`config.mk`:
```
export PLATFORM = sky130hd
export DESIGN_NAME = data_mem_access_ctrl
export DESIGN_NICKNAME = d
export VERILOG_FILES = /design/src/rtl/data_mem_access_ctrl.sv
export SDC_FILE = /design/constraint.sdc
export NUM_CORES = 1
export LEC_CHECK = 0
export ABC_CLOCK_PERIOD_IN_PS = 3800
export CAP_MARGIN = 15
export CORE_MARGIN = 4
export CORE_UTILIZATION = 48
export DETAILED_ROUTE_END_ITERATION = 6
export GPL_TIMING_DRIVEN = 1
export PLACE_DENSITY = 0.95
export SLEW_MARGIN = 15
export SYNTH_ARGS = -nofsm -noshare
export SYNTH_HDL_FRONTEND = slang
export SYNTH_SLANG_ARGS = --single-unit
```
`constraint.sdc`:
```
create_clock -name CLK -period 3.8 [get_ports CLK]
set_input_delay 0.38 -clock CLK [delete_from_list [all_inputs] [get_ports CLK]]
set_output_delay 0.38 -clock CLK [all_outputs]
set_load 0.005 [all_outputs]
```
`src/rtl/data_mem_access_ctrl.sv`:
```
// MEM-stage data memory access controller for the RV32IM pipeline.
// Turns the pipelined READ_WRITE op code into one word-wide req/ack
// transaction, stalls the pipeline via BUSYWAIT and returns extended load data.
// Optional build macro: DMEM_TIMEOUT_EN adds a REQ-state watchdog that
// aborts after TIMEOUT_CYCLES cycles without MEM_ACK and flags BUS_ERROR.
//
// state | meaning
// IDLE  | waiting for a valid, aligned access
// REQ   | MEM_REQ high, waiting for MEM_ACK (or timeout)
// DONE  | transaction finished, BUSYWAIT low, pipeline advances
`timescale 1ns/1ps

module data_mem_access_ctrl #(
    parameter int unsigned TIMEOUT_CYCLES = 255
) (
    input  logic        CLK,
    input  logic        RESET,
    input  logic [31:0] ADDRESS,
    input  logic [31:0] WRITE_DATA,
    input  logic [3:0]  READ_WRITE,
    output logic [31:0] READ_DATA,
    output logic        BUSYWAIT,
    output logic        MISALIGNED,
    output logic        BUS_ERROR,
    output logic        MEM_REQ,
    output logic        MEM_WE,
    output logic [31:0] MEM_ADDR,
    output logic [31:0] MEM_WDATA,
    output logic [3:0]  MEM_BYTE_EN,
    input  logic [31:0] MEM_RDATA,
    input  logic        MEM_ACK
);

    typedef enum logic [1:0] {
        IDLE = 2'd0,
        REQ  = 2'd1,
        DONE = 2'd2
    } state_t;

    state_t      state;
    state_t      state_nxt;

    logic        valid;
    logic [2:0]  op;
    logic        is_store;
    logic        is_half;
    logic        is_word;
    logic        misaligned;
    logic        access_start;
    logic        timeout_hit;
    logic [31:0] wdata_lane;
    logic [3:0]  be_lane;
    logic [31:0] load_ext;
    logic [7:0]  byte_sel;
    logic [15:0] half_sel;
    logic [2:0]  op_q;
    logic [1:0]  addr_lo_q;

    assign valid      = READ_WRITE[3];
    assign op         = READ_WRITE[2:0];
    assign is_store   = op[2] & (op[1] | op[0]);
    assign is_half    = (op == 3'b001) | (op == 3'b100) | (op == 3'b110);
    assign is_word    = (op == 3'b010) | (op == 3'b111);
    assign misaligned = (is_half & ADDRESS[0]) | (is_word & (ADDRESS[1:0] != 2'b00));
    assign MISALIGNED = valid & misaligned;

    // Combinational so a new op stalls the pipeline in its very first cycle.
    assign access_start = (state == IDLE) & valid & ~misaligned;
    assign BUSYWAIT     = access_start | (state == REQ);

`ifdef DMEM_TIMEOUT_EN
    localparam int unsigned TMO_W = $clog2(TIMEOUT_CYCLES + 1);

    logic [TMO_W-1:0] tmo_cnt;

    // An ack on the same edge as the terminal count wins, hence the ~MEM_ACK term.
    assign timeout_hit = (state == REQ) & ~MEM_ACK
                         & (tmo_cnt == TMO_W'(TIMEOUT_CYCLES - 1));

    // REQ-cycle counter, held at zero outside REQ so it is clear on entry.
    always_ff @(posedge CLK or negedge RESET) begin
        if (!RESET) begin
            tmo_cnt   <= '0;
            BUS_ERROR <= 1'b0;
        end else begin
            if (state != REQ)
                tmo_cnt <= '0;
            else
                tmo_cnt <= tmo_cnt + 1'b1;
            BUS_ERROR <= timeout_hit;
        end
    end
`else
    assign timeout_hit = 1'b0;
    assign BUS_ERROR   = 1'b0;
`endif

    // State register.
    always_ff @(posedge CLK or negedge RESET) begin
        if (!RESET)
            state <= IDLE;
        else
            state <= state_nxt;
    end

    // Next-state logic.
    always_comb begin
        state_nxt = state;
        case (state)
            IDLE:    if (access_start) state_nxt = REQ;
            REQ:     if (MEM_ACK || timeout_hit) state_nxt = DONE;
            DONE:    state_nxt = IDLE;
            default: state_nxt = IDLE;
        endcase
    end

    // Store lane replication and byte enables from the live op.
    always_comb begin
        wdata_lane = WRITE_DATA;
        be_lane    = 4'b1111;
        case (op)
            3'b101: begin
                wdata_lane = {4{WRITE_DATA[7:0]}};
                be_lane    = 4'b0001 << ADDRESS[1:0];
            end
            3'b110: begin
                wdata_lane = {2{WRITE_DATA[15:0]}};
                be_lane    = ADDRESS[1] ? 4'b1100 : 4'b0011;
            end
            default: begin
                wdata_lane = WRITE_DATA;
                be_lane    = 4'b1111;
            end
        endcase
    end

    // Lane select and extension of the returned word, using the latched op.
    always_comb begin
        byte_sel = MEM_RDATA[7:0];
        case (addr_lo_q)
            2'd1:    byte_sel = MEM_RDATA[15:8];
            2'd2:    byte_sel = MEM_RDATA[23:16];
            2'd3:    byte_sel = MEM_RDATA[31:24];
            default: byte_sel = MEM_RDATA[7:0];
        endcase
        half_sel = addr_lo_q[1] ? MEM_RDATA[31:16] : MEM_RDATA[15:0];
        case (op_q)
            3'b000:  load_ext = {{24{byte_sel[7]}}, byte_sel};
            3'b001:  load_ext = {{16{half_sel[15]}}, half_sel};
            3'b011:  load_ext = {24'h0, byte_sel};
            3'b100:  load_ext = {16'h0, half_sel};
            default: load_ext = MEM_RDATA;
        endcase
    end

    // Memory-side registers: latch the access on entry to REQ, retire on ack/timeout.
    always_ff @(posedge CLK or negedge RESET) begin
        if (!RESET) begin
            READ_DATA   <= '0;
            MEM_REQ     <= 1'b0;
            MEM_WE      <= 1'b0;
            MEM_ADDR    <= '0;
            MEM_WDATA   <= '0;
            MEM_BYTE_EN <= '0;
            op_q        <= '0;
            addr_lo_q   <= '0;
        end else if (access_start) begin
            MEM_REQ     <= 1'b1;
            MEM_WE      <= is_store;
            MEM_ADDR    <= {ADDRESS[31:2], 2'b00};
            MEM_WDATA   <= wdata_lane;
            MEM_BYTE_EN <= be_lane;
            op_q        <= op;
            addr_lo_q   <= ADDRESS[1:0];
        end else if ((state == REQ) && (MEM_ACK || timeout_hit)) begin
            MEM_REQ <= 1'b0;
            if (!MEM_WE)
                READ_DATA <= MEM_ACK ? load_ext : 32'h0000_0000;
        end
    end

endmodule

```
# ---- Word level (Yosys, flattened, before mapping)
# Cells that the tools add are included.
dict set report totals {
  reg_bits 107
  in_bits 103
}
dict set report op_classes {
  eq_ne 15
  n_shift 1
  mux 12
  bitwise 15
  reduce_logical 7
}
# cell n
set op_table {}
lappend op_table {{32-bit one-hot mux with 4 select lines} 1}
lappend op_table {{32-bit one-hot mux with 2 select lines} 1}
lappend op_table {{32-bit two-way mux} 1}
lappend op_table {{8-bit one-hot mux with 3 select lines} 1}
lappend op_table {{16-bit two-way mux} 1}
lappend op_table {{3-bit equality test, second input constant} 5}
lappend op_table {{4-bit one-hot mux with 2 select lines} 1}
lappend op_table {{1-bit AND} 6}
lappend op_table {{3-bit by 1-bit equality test with 1-bit output, second input constant} 2}
lappend op_table {{3-bit by 2-bit equality test with 1-bit output, second input constant} 2}
lappend op_table {{1-bit OR} 6}
lappend op_table {{2-bit by 1-bit equality test with 1-bit output, second input constant} 2}
lappend op_table {{2-bit equality test, second input constant} 2}
lappend op_table {{2-bit two-way mux} 2}
lappend op_table {{4-bit two-way mux} 1}
lappend op_table {{2-bit != test, second input constant} 2}
lappend op_table {{2-bit one-hot mux with 2 select lines} 1}
lappend op_table {{2-bit nonzero test} 2}
lappend op_table {{1-bit by 2-bit left shift with 4-bit output, first input constant} 1}
lappend op_table {{3-bit logical NOT} 1}
lappend op_table {{1-bit inverter} 3}
lappend op_table {{3-bit AND reduction} 1}
lappend op_table {{2-bit logical NOT} 1}
lappend op_table {{1-bit two-way mux} 2}
lappend op_table {{2 further kinds} 2}

# ---- Logic depth before layout (Yosys ltp)
dict set report logic_depth {
  ltp_word 9
  mapped_depth 7
}

# ---- Worst setup path before layout
# Ideal clock, no wire load.
dict set report synth_path {
  kind {input -> register}
  from {input READ_WRITE[2]}
  to {register MEM_WDATA[16]}
  setup_ns 0.125
  arrival_ns 1.783
  t_required_ns 3.675
  path_slack_ns 1.892
  cell_stages 7
  path_buffers 3
  path_cell_list {buf_6 and3b_1 buf_2 nor2_2 buf_4 mux2_2 mux2_4}
}
dict set report synth_between {
  elab_chain_cells 7
}
# element line_no
set synth_lines {}
lappend synth_lines {{start: declaration} 20} ;# input logic [3:0] READ_WRITE,
lappend synth_lines {{3-bit by 1-bit equality test with 1-bit output or 3-bit equality test (tied branches)} 62} ;# assign is_half = (op == 3'b001) | (op == 3'b100) | (op == 3'b110);
lappend synth_lines {{1-bit OR (2 in a row)} 62}
lappend synth_lines {{1-bit AND} 64} ;# assign misaligned = (is_half & ADDRESS[0]) | (is_word & (ADDRESS[1:0] != 2'b00));
lappend synth_lines {{1-bit OR} 64}
lappend synth_lines {{1-bit inverter} 68} ;# assign access_start = (state == IDLE) & valid & ~misaligned;
lappend synth_lines {{1-bit AND} 68}
lappend synth_lines {{end signal: assignment} 171} ;# MEM_WDATA <= wdata_lane;
lappend synth_lines {{end: declaration} 28} ;# output logic [31:0] MEM_WDATA,
# Parallel ways exist; a longest one is shown, timed or not.
# A chain may end at the register's enable or synchronous reset.

# ---- Worst setup path after layout
dict set report layout_path {
  from {input READ_WRITE[2]}
  to {output BUSYWAIT}
}
dict set report layout_between {
  elab_chain_cells 8
}
# element line_no
set layout_lines {}
lappend layout_lines {{3-bit by 1-bit equality test with 1-bit output or 3-bit equality test (tied branches)} 62}
lappend layout_lines {{1-bit OR (2 in a row)} 62}
lappend layout_lines {{1-bit AND} 64}
lappend layout_lines {{1-bit OR (*)} 64}
lappend layout_lines {{1-bit inverter (*)} 68}
lappend layout_lines {{1-bit AND (*)} 68}
lappend layout_lines {{1-bit OR (*)} 69} ;# assign BUSYWAIT = access_start | (state == REQ);
lappend layout_lines {{end: declaration} 22} ;# output logic BUSYWAIT,
# Every way passes the cells marked *; elsewhere a longest branch is shown, timed or not.

==> flow_summary.json <==
{
  "status": "completed",
  "pin_count": 208,
  "cts_setup_buffers": 0,
  "fp.dieW_um": 114,
  "r2r_setup_slack_ns": 1.42,
  "instances_no_fill": 788,
  "grt_remaining_overflow": 0,
  "ys_seq_area_share_pct": 50.0,
  "cp.required_ns": 3.42,
  "avgSynthCellArea_um2": 11.8,
  "holdBufCountCts": 0,
  "die_area_mm2": 0.0129,
  "drive_above_1_share_pct": 18.7,
  "path_clk_slew_ns": 0.10,
  "globalplace.congestion": 0.853,
  "dpl_worst_slack_ns": 1.01,
  "root_buffer": "clkbuf_8",
  "dr.pass1.iters": 4,
  "fmax_mhz": 368,
  "antenna_found_initial": 0,
  "max-cap-violations": 0,
  "fin_tns_setup_ns": 0,
  "hp-class": "in2async",
  "cts_made_buffers": 9,
  "synth_cells": 455,
  "vias": 4307,
  "yosys_warnings": 0,
  "layout.nets": 746,
  "synth_compound_gate_area_share_pct": 11.0,
  "grt_max_degree": 87,
  "h-tree-depth": 3,
  "io_buffers": 204,
  "critPathKind": "in2out",
  "fin_crit_sh_pct": 71.6,
  "place_inst": 772,
  "final_cell_mix": "clkdlybuf4s50_1 (203), dfrtp_1 (107), mux2_4 (46)",
  "slew_headroom_pct": 43.1,
  "syn_to_final_growth_pct": 42.1,
  "synth_simple_gate_area_share_pct": 10.2,
  "dominantRegCellSynth": "dfrtp_1",
  "finalWirelength_um": 14800,
  "hold_ws_ns": 0.0290,
  "crit_path_end_kind": "output port",
  "startpoint_type": "primary input",
  "p_leak_uw": 0.00338,
  "asyncSetResetFlopFracSynth_pct": 100,
  "coreArea_mm2": 0.0109,
  "routedWlPerCell_um": 18.7,
  "cts_tree": "built",
  "final_core_util_pct": 69.9,
  "ant_nets": 0,
  "synth.mux.area_fraction_pct": 23.4,
  "synth_area_mm2": 0.00536,
  "clk_path_buf_depth": 2,
  "row_count": 38,
  "power.density_mw_per_mm2": 666,
  "rsz0062_at_grt": "no",
  "vias_per_cell": 5.47,
  "clock_sinks": 107,
  "antenna_cells": 0,
  "drv_slew": 0,
  "synthAdderAreaFrac_pct": 0,
  "place_hpwl_um": 11100,
  "globalRouteTotalUtil_pct": 23.1,
  "final_common_cell": "clkdlybuf4s50_1",
  "cts_resized": 0,
  "grt_first_pass_wirelength_um": 23700,
  "grt_pass1_vias": 4676,
  "start_util_pct": 49.2,
  "finalSetupViolations": 0,
  "synth-xor-area-share_pct": 0.327,
  "synth-edff-count": 0,
  "finalClockSkew_ns": 0.00699,
  "drt_iter0_drc": 237,
  "hold_viol_final": 0,
  "drcViolationCount": 0,
  "cp_max_fo": 7,
  "ir_worst_vdd_mv": 0.407,
  "layout_setup_ws_ns": 1.08,
  "worst_pin_slew_ns": 0.853,
  "synth_seq_cells": 107,
  "synthDistinctLibCells": 45,
  "synth_top_family_by_area": "multiplexers",
  "worstSkewPairLatency_ns": 0.37,
  "worst_ep_arrival_time_ns": 2.34,
  "die_h_um": 114,
  "min_period_ns": 2.72
}
## worst max-delay path, stage by stage
cell and delay [ns]:
clkdlybuf4s50_1 0.61, mux2_4 0.33, mux2i_1 0.19, o211ai_1 0.18
nand2_1 0.10, clkdlybuf4s50_1 0.54
## state kept, by name, indices dropped and copies added, names as in the netlist, 2 cells and up
name         cells
MEM_WDATA       32
MEM_ADDR        30
addr_lo_q        2
MEM_BYTE_EN      4
op_q             3
READ_DATA       32
state            2
## through the flow
stage               total power (µW)  cell area, µm²
floorplan                       3080            5370
global placement                4340            7440
detailed placement              4450            7440
CTS                             5110            7610
global route                    5380            7610
finish                          5070            7610
## cell type report
| type | count | area [µm²] |
|---|---|---|
| fillers | 769 | 3270 |
| flip-flops and latches | 107 | 2680 |
| multi-input cells | 300 | 2440 |
| repair buffers | 209 | 2090 |
| well taps | 140 | 175 |
| clock buffers | 10 | 128 |
| inverters | 16 | 60.1 |
| clock inverters | 6 | 41.3 |
## per-layer routing
layer  global-route usage [%]  share of wire (%)  vias to the layer above
met5                        0                  0                        -
met4                     8.41                2.1                        0
met3                     7.16                8.9                       29
met2                     39.0                 51                      202
met1                     27.7                 38                     2099
li1                         -                  -                     1977
## worst paths after layout
kind                                    start       endpoint  cells after the start
worst min-delay path                    RESET    MEM_ADDR[3]                      1
worst min register to register   READ_DATA[4]   READ_DATA[4]                      2
worst max-delay path            READ_WRITE[2]       BUSYWAIT                      6
worst max register to register   addr_lo_q[1]  READ_DATA[31]                      4
min in group CLK                 READ_DATA[4]   READ_DATA[4]                      2
max in group asynchronous               RESET   MEM_ADDR[26]                      2
## power breakdown
group          internal [µW]  total, µW  switching [µW]
Sequential              1630       2020             392
Clock                    241        639             399
Combinational           1550       2410             865
## cell usage after synthesis, types with 2 or more instances
library cell	number	share of area, %
dfrtp_1	107	50
mux2_4	46	13
mux2_2	41	8.6
nor2_1	30	2.1
o21ai_0	30	2.8
nand2_1	29	2.0
a21oi_1	18	1.7
inv_1	16	1.1
nor3_1	14	1.3
clkbuf_1	12	0.84
o211ai_1	9	1.3
a21o_1	8	1.1
a221o_1	8	1.5
and2_1	8	0.93
buf_2	8	0.75
mux2i_1	8	1.5
o31ai_1	7	0.98
or3b_2	7	1.1
buf_4	6	0.84
buf_6	6	1.3
nor2b_1	4	0.47
nand2b_1	3	0.35
a211o_1	2	0.33
a31oi_1	2	0.23
and3b_1	2	0.33
buf_1	2	0.14
nand3b_1	2	0.28
nor3b_1	2	0.28
xnor2_1	2	0.33
## logic make-up (layout without fill, tap and decap cells)
kind of cell | after synthesis | count (layout)
AND/OR/NAND/NOR | 108 | 108
multiplexers | 96 | 96
other | 1 | 3
buffers and inverters | 50 | 241
flip-flops | 107 | 107
XOR/XNOR | 2 | 2
AO/OA/AOI/OAI | 91 | 91
Note: power is estimated with default switching activity, not from simulation.
